### config.mk
export PLATFORM = sky130hd
export DESIGN_NAME = ram_port_arbiter_flat
export DESIGN_NICKNAME = d
export VERILOG_FILES = /design/src/rtl/ram_arb_pkg.sv /design/src/rtl/ram_port_arbiter_if.sv /design/src/rtl/ram_port_arbiter_rr_arbiter2.sv /design/src/rtl/ram_port_arbiter.sv /design/src/flat_wrapper.sv
export SDC_FILE = /design/constraint.sdc
export NUM_CORES = 1
export LEC_CHECK = 0
export ABC_AREA = 1
export ABC_CLOCK_PERIOD_IN_PS = 1700
export CORE_MARGIN = 4
export CORE_UTILIZATION = 34
export DETAILED_ROUTE_END_ITERATION = 6
export PLACE_DENSITY = 0.8
export SLEW_MARGIN = 20
export SYNTH_ARGS = -nofsm -noshare
export SYNTH_HDL_FRONTEND = slang
export SYNTH_SLANG_ARGS = --single-unit
### constraint.sdc
create_clock -name clk -period 1.7 [get_ports clk]
set_clock_uncertainty 0.05 [all_clocks]
set_input_delay 0.255 -clock clk [delete_from_list [all_inputs] [get_ports clk]]
set_output_delay 0.255 -clock clk [all_outputs]
set_load 0.005 [all_outputs]
### src/rtl/ram_arb_pkg.sv
// Shared types and default sizing for the RamD port arbiter.
package ram_arb_pkg;

    typedef enum logic [1:0] {IDLE, ACCESS, WAIT, RESP} state_t;

    typedef logic port_id_t;

    localparam int unsigned DEPTH_DEFAULT  = 328;
    localparam int unsigned RD_LAT_DEFAULT = 1;

endpackage

### src/rtl/ram_port_arbiter_if.sv
// Requester-side handshake plus the RamD connection, bundled for the arbiter.
interface ram_port_arbiter_if #(
    parameter int AW = 32,
    parameter int DW = 32
);
    logic [1:0]    req_i;
    logic [1:0]    we_i;
    logic [AW-1:0] addr0_i;
    logic [AW-1:0] addr1_i;
    logic [DW-1:0] wdata0_i;
    logic [DW-1:0] wdata1_i;
    logic [1:0]    gnt_o;
    logic          rsp_valid_o;
    logic          rsp_id_o;
    logic          rsp_err_o;
    logic [DW-1:0] rsp_rdata_o;
    logic          busy_o;
    logic [AW-1:0] ram_addr_o;
    logic [DW-1:0] ram_data_o;
    logic          ram_wren_o;
    logic [DW-1:0] ram_q_i;

    modport master (
        output req_i, we_i, addr0_i, addr1_i, wdata0_i, wdata1_i, ram_q_i,
        input  gnt_o, rsp_valid_o, rsp_id_o, rsp_err_o, rsp_rdata_o, busy_o,
               ram_addr_o, ram_data_o, ram_wren_o
    );

    modport slave (
        input  req_i, we_i, addr0_i, addr1_i, wdata0_i, wdata1_i, ram_q_i,
        output gnt_o, rsp_valid_o, rsp_id_o, rsp_err_o, rsp_rdata_o, busy_o,
               ram_addr_o, ram_data_o, ram_wren_o
    );
endinterface

### src/rtl/ram_port_arbiter_rr_arbiter2.sv
// Two-way round-robin pick; the pointer remembers the last granted port.
module rr_arbiter2
    import ram_arb_pkg::*;
(
    input  logic       clk,
    input  logic       rst_n,
    input  logic [1:0] req,
    input  logic       adv,
    input  port_id_t   adv_id,
    output port_id_t   pick
);

    port_id_t last;

    always_comb begin
        pick = 1'b0;
        case (req)
            2'b10:   pick = 1'b1;
            2'b11:   pick = ~last;
            default: pick = 1'b0;
        endcase
    end

    // Reset to port 1 so that port 0 wins the first tie.
    always_ff @(posedge clk) begin
        if (!rst_n) begin
            last <= 1'b1;
        end else if (adv) begin
            last <= adv_id;
        end
    end

endmodule

### src/rtl/ram_port_arbiter.sv
// Shares single-port RamD between the CPU LSU (port 0) and the loader (port 1),
// sequencing each access and returning the response tagged with its owner.
module ram_port_arbiter
    import ram_arb_pkg::*;
#(
    parameter int unsigned DEPTH  = DEPTH_DEFAULT,
    parameter int unsigned RD_LAT = RD_LAT_DEFAULT,
    parameter int          AW     = 32,
    parameter int          DW     = 32
) (
    input  logic               clk,
    input  logic               rst_n,
    ram_port_arbiter_if.slave  bus
);

    state_t        state;
    port_id_t      id;
    logic          we;
    logic          inr;
    logic [1:0]    cnt;
    logic [1:0]    gnt;
    logic          rsp_valid;
    logic          rsp_id;
    logic          rsp_err;
    logic [DW-1:0] rsp_rdata;
    logic          busy;
    logic [AW-1:0] ram_addr;
    logic [DW-1:0] ram_data;
    logic          ram_wren;

    port_id_t      pick;
    logic [AW-1:0] pick_addr;
    logic [DW-1:0] pick_wdata;
    logic          pick_we;
    logic          pick_inr;

    function automatic logic in_range(input logic [AW-1:0] a);
        return a < AW'(DEPTH);
    endfunction

    rr_arbiter2 u_rr (
        .clk    (clk),
        .rst_n  (rst_n),
        .req    (bus.req_i),
        .adv    (state == ACCESS),
        .adv_id (id),
        .pick   (pick)
    );

    assign pick_addr  = pick ? bus.addr1_i  : bus.addr0_i;
    assign pick_wdata = pick ? bus.wdata1_i : bus.wdata0_i;
    assign pick_we    = bus.we_i[pick];
    assign pick_inr   = in_range(pick_addr);

    // Outputs are loaded on the edge entering each state so they are valid
    // for exactly the cycle the FSM spends there.
    always_ff @(posedge clk) begin
        if (!rst_n) begin
            state     <= IDLE;
            id        <= 1'b0;
            we        <= 1'b0;
            inr       <= 1'b0;
            cnt       <= 2'd0;
            gnt       <= 2'b00;
            rsp_valid <= 1'b0;
            rsp_id    <= 1'b0;
            rsp_err   <= 1'b0;
            rsp_rdata <= '0;
            busy      <= 1'b0;
            ram_addr  <= '0;
            ram_data  <= '0;
            ram_wren  <= 1'b0;
        end else begin
            gnt       <= 2'b00;
            rsp_valid <= 1'b0;
            ram_wren  <= 1'b0;
            case (state)
                IDLE: begin
                    if (|bus.req_i) begin
                        id       <= pick;
                        we       <= pick_we;
                        inr      <= pick_inr;
                        gnt      <= pick ? 2'b10 : 2'b01;
                        ram_addr <= pick_addr;
                        ram_data <= pick_wdata;
                        ram_wren <= pick_we & pick_inr;
                        busy     <= 1'b1;
                        state    <= ACCESS;
                    end
                end
                ACCESS: begin
                    if (we || !inr) begin
                        rsp_valid <= 1'b1;
                        rsp_id    <= id;
                        rsp_err   <= !inr;
                        rsp_rdata <= '0;
                        state     <= RESP;
                    end else begin
                        cnt   <= 2'd1;
                        state <= WAIT;
                    end
                end
                WAIT: begin
                    if (cnt == 2'(RD_LAT)) begin
                        rsp_valid <= 1'b1;
                        rsp_id    <= id;
                        rsp_err   <= 1'b0;
                        rsp_rdata <= bus.ram_q_i;
                        state     <= RESP;
                    end else begin
                        cnt <= cnt + 2'd1;
                    end
                end
                RESP: begin
                    rsp_err   <= 1'b0;
                    rsp_rdata <= '0;
                    busy      <= 1'b0;
                    state     <= IDLE;
                end
                default: state <= IDLE;
            endcase
        end
    end

    assign bus.gnt_o       = gnt;
    assign bus.rsp_valid_o = rsp_valid;
    assign bus.rsp_id_o    = rsp_id;
    assign bus.rsp_err_o   = rsp_err;
    assign bus.rsp_rdata_o = rsp_rdata;
    assign bus.busy_o      = busy;
    assign bus.ram_addr_o  = ram_addr;
    assign bus.ram_data_o  = ram_data;
    assign bus.ram_wren_o  = ram_wren;

endmodule

### src/flat_wrapper.sv
// flat-port wrapper written by rule: the top's interface ports become plain ports
module ram_port_arbiter_flat import ram_arb_pkg::*;
#(
    parameter int unsigned DEPTH  = DEPTH_DEFAULT,
    parameter int unsigned RD_LAT = RD_LAT_DEFAULT,
    parameter int          AW     = 32,
    parameter int          DW     = 32
)
  (clk, rst_n, bus_req_i, bus_we_i, bus_addr0_i, bus_addr1_i, bus_wdata0_i, bus_wdata1_i, bus_ram_q_i, bus_gnt_o, bus_rsp_valid_o, bus_rsp_id_o, bus_rsp_err_o, bus_rsp_rdata_o, bus_busy_o, bus_ram_addr_o, bus_ram_data_o, bus_ram_wren_o);
  ram_port_arbiter_if #(.AW(AW), .DW(DW)) bus_i ();
  input  logic clk;
  input  logic rst_n;
  input wire logic [$bits(bus_i.req_i)-1:0] bus_req_i;
  input wire logic [$bits(bus_i.we_i)-1:0] bus_we_i;
  input wire logic [$bits(bus_i.addr0_i)-1:0] bus_addr0_i;
  input wire logic [$bits(bus_i.addr1_i)-1:0] bus_addr1_i;
  input wire logic [$bits(bus_i.wdata0_i)-1:0] bus_wdata0_i;
  input wire logic [$bits(bus_i.wdata1_i)-1:0] bus_wdata1_i;
  input wire logic [$bits(bus_i.ram_q_i)-1:0] bus_ram_q_i;
  output wire logic [$bits(bus_i.gnt_o)-1:0] bus_gnt_o;
  output wire logic [$bits(bus_i.rsp_valid_o)-1:0] bus_rsp_valid_o;
  output wire logic [$bits(bus_i.rsp_id_o)-1:0] bus_rsp_id_o;
  output wire logic [$bits(bus_i.rsp_err_o)-1:0] bus_rsp_err_o;
  output wire logic [$bits(bus_i.rsp_rdata_o)-1:0] bus_rsp_rdata_o;
  output wire logic [$bits(bus_i.busy_o)-1:0] bus_busy_o;
  output wire logic [$bits(bus_i.ram_addr_o)-1:0] bus_ram_addr_o;
  output wire logic [$bits(bus_i.ram_data_o)-1:0] bus_ram_data_o;
  output wire logic [$bits(bus_i.ram_wren_o)-1:0] bus_ram_wren_o;
  assign bus_i.req_i = bus_req_i;
  assign bus_i.we_i = bus_we_i;
  assign bus_i.addr0_i = bus_addr0_i;
  assign bus_i.addr1_i = bus_addr1_i;
  assign bus_i.wdata0_i = bus_wdata0_i;
  assign bus_i.wdata1_i = bus_wdata1_i;
  assign bus_i.ram_q_i = bus_ram_q_i;
  assign bus_gnt_o = bus_i.gnt_o;
  assign bus_rsp_valid_o = bus_i.rsp_valid_o;
  assign bus_rsp_id_o = bus_i.rsp_id_o;
  assign bus_rsp_err_o = bus_i.rsp_err_o;
  assign bus_rsp_rdata_o = bus_i.rsp_rdata_o;
  assign bus_busy_o = bus_i.busy_o;
  assign bus_ram_addr_o = bus_i.ram_addr_o;
  assign bus_ram_data_o = bus_i.ram_data_o;
  assign bus_ram_wren_o = bus_i.ram_wren_o;
  ram_port_arbiter #(.DEPTH(DEPTH), .RD_LAT(RD_LAT), .AW(AW), .DW(DW)) u_core (.clk(clk), .rst_n(rst_n), .bus(bus_i));
endmodule
======== Yosys cells after proc, flatten, opt, wreduce, memory -nomap -nowiden ========
Index checks and enable logic that the tools add are counted.
cells by class
  bitwise operators ....................... 2
  equality and inequality tests ........... 11
  mux-type cells .......................... 27
  add/subtract/negate cells ............... 1
  order comparisons ....................... 2
  reduce and logical (&&, ||, !) cells .... 14
operators by type and width
  operator                                                     number
  two-way mux 32 bit                                           4
  case mux 32 bit (3 select lines)                             1
  less-than comparator 32 x 9 -> 1 bit, second input constant  1
  AND reduction 3 bit                                          4
  two-way mux 1 bit                                            10
  two-way mux 2 bit                                            5
  == test 2 bit, second input constant                         4
  case mux 1 bit (2 select lines)                              4
  case mux 2 bit (4 select lines)                              1
  inequality test 2 x 1 -> 1 bit, second input constant        3
  AND reduction 2 bit                                          3
  == test 2 x 1 -> 1 bit, second input constant                2
  inequality test 2 bit, second input constant                 2
  case mux 2 bit (2 select lines)                              1
  nonzero test 2 bit                                           2
  case mux 1 bit (3 select lines)                              1
  nonzero test 3 bit                                           1
  adder 2 x 1 -> 2 bit, second input constant                  1
  zero test 2 bit                                              1
  less-than comparator 1 x 2 -> 1 bit, second input constant   1
  OR reduction 2 bit                                           1
  AND 1 bit                                                    1
  zero test 1 bit                                              1
  logical OR 1 bit                                             1
  inverter 1 bit                                               1
word-level totals
  input bits .............................. 166
  logic and storage cells ................. 72
  output and inout bits ................... 103
  register bits after elaboration ......... 111

======== Longest topological paths before layout ========
  word-level depth ........................ 5
  depth in mapped cells ................... 11
  depth with buffers taken out ............ 10

======== By module ========
From an unflattened synthesis, not the netlist that was laid out.
second synthesis, totals
  cell total of the unflattened synthesis .. 620
  area total of the unflattened synthesis .. 4,608.2 sq um
modules (own cells, without submodules)
  module            instances  seq. area each (sq um)  cells each  area an instance (sq um)
  ram_port_arbiter  1          2,202.1                 614         4,560.6
  rr_arbiter2       1          20.0                    6           47.5

======== Worst setup path after synthesis ========
No wires, ideal clock.
  kind .................................... reg-to-reg
  from .................................... reg u_core.state[0]
  to ...................................... reg u_core.rsp_rdata[21], in the netlist u_core.bus.rsp_rdata_o[21]
  clock period less this slack ............ 1.652 ns
  required time ........................... 1.518 ns
  stages on the path, launching flop included .. 11
  buffers on the path ..................... 2
  arrival ................................. 1.470 ns
  setup slack ............................. 0.048 ns
  setup time .............................. 0.132 ns
  cells stage by stage .................... dfxtp_1 -> inv_1 -> ha_1 -> buf_2 -> inv_2 -> nor2_2 -> nor3_4 -> inv_2 -> buf_2 -> nand2_1 -> a21oi_1
on the way
  cells in the longest elaborated chain, start to end .. 3
  elaborated cells on any way between the ends .. 8
  those cells by class .................... eq/ne: 5; mux: 1; reduce/logical: 2
ends and longest elaborated chain
  item                                                                                   line                     text
  start, declared                                                                        ram_port_arbiter.sv:16   state_t state;
  start signal, assigned                                                                 ram_port_arbiter.sv:59   state <= IDLE;
  start signal, assigned                                                                 ram_port_arbiter.sv:88   state <= ACCESS;
  start signal, assigned                                                                 ram_port_arbiter.sv:97   state <= RESP;
  == test 2 x 1 -> 1 bit or == test 2 bit (tied branches)                                ram_port_arbiter.sv:77   case (state)
  inequality test 2 x 1 -> 1 bit (no source line) or nonzero test 3 bit (tied branches)  -
  AND reduction 3 bit (no source line)                                                   -
  end signal, assigned                                                                   ram_port_arbiter.sv:108  rsp_rdata <= bus.ram_q_i;
  end, declared                                                                          ram_port_arbiter.sv:25   logic [DW-1:0] rsp_rdata;
Parallel ways exist; a longest one is shown, timed or not.
A chain may end at the register's enable or synchronous reset.

======== Worst setup path after layout ========
  from .................................... reg u_core.state[1]
  to ...................................... reg u_core.rsp_rdata[26], in the netlist u_core.bus.rsp_rdata_o[26]
Same word-level chain as after synthesis.

==> reports/results.ini <==
[run_status]
status = finished, final reports clean

[grt]
antenna_found_initial = 0
first_global_vias = 4800
globalRouteOverflowTotal = 0
grt_max_degree = 39
track_usage_pct = 19.2
grt_pass1_wl_um = 23300

[pwr]
combPwrFrac_pct = 46.7
leakagePower_nw = 3.44
finalPower_mw = 10.8
swShare_pct = 33.0
power.internal_mw = 7.26
seq_power_share_pct = 32.6
worst_ir_drop_vdd_mv = 0.653
p_sw_mw = 3.58
p_per_area_nw_per_um2 = 1290
clockPowerShare_pct = 20.7

[clocking]
insertion_delay_ns = 0.34
clk_pin_slew_ns = 0.07
cts_tree = built
clockBufferDepth = 2
clock_sinks = 111
cts_root_buf = clkbuf_16
cts_inserted_buffers = 9
cts_hold_buf = 0
htree_levels = 3

[timing]
rsz0062_at_grt = true
setup_tns_ns = 0
finalSetupViolCount = 0
period_needed_ns = 1.69
fmax_mhz = 592
maxSlewHeadroom_pct = 69.4
slew_violations = 0
period_share_pct = 99.4
worst_pin_slew_ns = 0.460
hold_viol = 0
setup_slack_ns = 0.0108
hold_slack_ns = 0.410

[die]
core_um2 = 13200
initial_utilization_pct = 34.6
die_y_um = 124
dieWidth_um = 124
die_area_um2 = 15300
pin_count = 269
rows = 42

[layout]
drive_gt1_share_pct = 11.8
diodes = 0
layout_commonest_cell = clkdlybuf4s50_1
fin_util_pct = 63.8
final_cell_mix = clkdlybuf4s50_1 (267), nand2_1 (248), dfxtp_1 (109)
nets = 1100
area_delta_synth_final_pct = 84.2

[synth]
synth_warnings = 0
ys_types = 28
syn_area_per_cell_um2 = 7.28
ys_seq_area_share_pct = 48.7
syn_nets = 798
syn_inst = 627
ys_ff_latch = 111
synthesis.area_um2 = 4560

[route]
drtAntennaViolNets = 0
routedWlPerCell_um = 14.8
post-route-drc-count = 0
drt-initial-drc-count = 256
viasPerCell = 4.73
dr.pass1.iters = 4
drt_wl_total_um = 16400
via_count = 5237

[setup_path]
crit_path_start = u_core.state[1]$_SDFFE_PN0P_
ff2ff_path_depth = 9
worst_ep_required_time_ns = 1.91
startpoint_type = flop
reg2reg_from = u_core.state[1]$_SDFFE_PN0P_
regToRegSetupSlack_ns = 0.01
r2r_end = u_core.bus.rsp_rdata_o[26]$_SDFFE_PN0P_
end_kind = flop
crit_type = flop to flop
cp.arrival_ns = 1.90
slowest_delay_ns = 0.34
crit_slowest_cell = dfxtp_2
path_cells = buf_4 -> ha_4 -> inv_2 -> nor2_2 -> nor3_4 -> buf_6 -> clkbuf_16 -> nand3_1 -> a21oi_1
cp_max_fo = 5

[min_path]
holdPathEnd = u_core.bus.ram_addr_o[25]$_SDFFE_PN0P_
hp-start = u_core.bus.ram_addr_o[25]$_SDFFE_PN0P_
hold_path_class = flop to flop
whs_path_depth = 2

[placed_design]
place_congestion = 0.910
dpl_worst_slack_ns = -0.332
dp_hpwl_um = 11200
port-buffer-count = 268

[job]
max-cap-violations = 0

## Yosys cell counts
library cell	number	area [um2]
o21ai_1	7	35.0
o21ai_0	25	125
buf_6	1	11.3
nand2_4	1	11.3
nor3_1	2	10.0
nor2_2	2	12.5
or2_2	1	6.26
nand3b_1	9	67.6
buf_1	1	3.75
nor4_1	1	6.26
nand3_1	72	360
inv_1	33	124
clkbuf_1	10	37.5
buf_4	1	7.51
a21oi_1	36	180
a22o_1	12	105
inv_2	5	18.8
a31oi_1	2	12.5
nand4_1	1	6.26
nand2_1	248	931
o211a_1	1	10.0
buf_2	22	110
nand2_2	1	6.26
a221oi_1	1	8.76
nor2_1	15	56.3
dfxtp_1	111	2220
nor3_4	1	16.3
ha_1	5	62.6
## power groups by stage
| stage | clock network (mW) | registers (mW) | logic (mW) |
|---|---|---|---|
| detailed placement | 0 | 3.56 | 4.04 |
| CTS | 2.30 | 3.52 | 4.25 |
| global placement | 0 | 3.55 | 4.01 |
| floorplan | 0 | 3.59 | 1.79 |
| global route | 2.39 | 3.61 | 5.48 |
| finish | 2.24 | 3.53 | 5.06 |
## stage by stage
step	instance area, um2	std cells
2_1_floorplan	4560	627
3_3_place_gp	7650	1076
3_5_place_dp	7650	1076
4_1_cts	8070	1095
5_1_grt	8410	1108
6_report	8410	1108
## critical path: cells and delay by family (launching register included)
family,cells,cell delay (ns)
fa+ha+maj,1,0.16
flops,1,0.34
buf+inv,4,0.54
simple gates,3,0.33
compound gates,1,0.18
## per-layer routing
layer	part of all wire (%)	track usage, %
met3	9.2	6.27
met5	0	0
met2	50	32.4
met4	2.1	7.54
met1	39	22.7
## how the worst max path moves through the flow
stage               slack (ns)  depth (start not counted)                                 endpoint
floorplan                 0.05                         10  u_core.bus.rsp_rdata_o[21]$_SDFFE_PN0P_
global placement         -0.28                         12         u_core.bus.ram_wren_o$_SDFF_PN0_
detailed placement       -0.33                         12         u_core.bus.ram_wren_o$_SDFF_PN0_
CTS                       0.02                         11         u_core.bus.ram_wren_o$_SDFF_PN0_
global route             -0.07                          9  u_core.bus.rsp_rdata_o[26]$_SDFFE_PN0P_
finish                    0.01                          9  u_core.bus.rsp_rdata_o[26]$_SDFFE_PN0P_
## registers in the layout (all words and copies together) (netlist names)
| register | cells |
|---|---|
| u_core.bus.ram_addr_o | 32 |
| u_core.bus.rsp_err_o | 1 |
| u_core.id | 1 |
| u_core.bus.rsp_valid_o | 1 |
| u_core.bus.ram_data_o | 32 |
| u_core.state | 2 |
| u_core.inr | 1 |
| u_core.bus.gnt_o | 2 |
| u_core.bus.ram_wren_o | 1 |
| u_core.bus.busy_o | 1 |
| u_core.cnt | 2 |
| u_core.we | 1 |
| u_core.u_rr.last | 1 |
| u_core.bus.rsp_id_o | 1 |
| u_core.bus.rsp_rdata_o | 32 |
## logic make-up (layout without fill, tap and decap cells)
logic type / count (synthesis) / after routing / synth area share [%]
AOI/OAI and AO/OA: 84 / 84 / 10.4
buffers and inverters: 73 / 378 / 6.85
adders and majority gates: 5 / 5 / 1.37
and+or+nand+nor: 354 / 354 / 32.6
DFF: 111 / 111 / 48.7
## area by class of cell
type | instances | area (um2)
clock buffer | 11 | 243
tap | 176 | 220
fill | 1137 | 4780
sequential | 111 | 2220
clock inverter | 3 | 68.8
timing repair buffer | 324 | 3320
inverter | 38 | 164
multi-input combinational | 443 | 2150
timing repair inverter | 2 | 16.3
## timing repair
item | CTS | global route
resized for setup | 10 | 39
endpoints found under the setup margin | 102 | 94
pin swaps | 1 | 12
buffers inserted | 3 | 7
gates cloned | 2 | 6
Power figures use the tool's default switching activity.
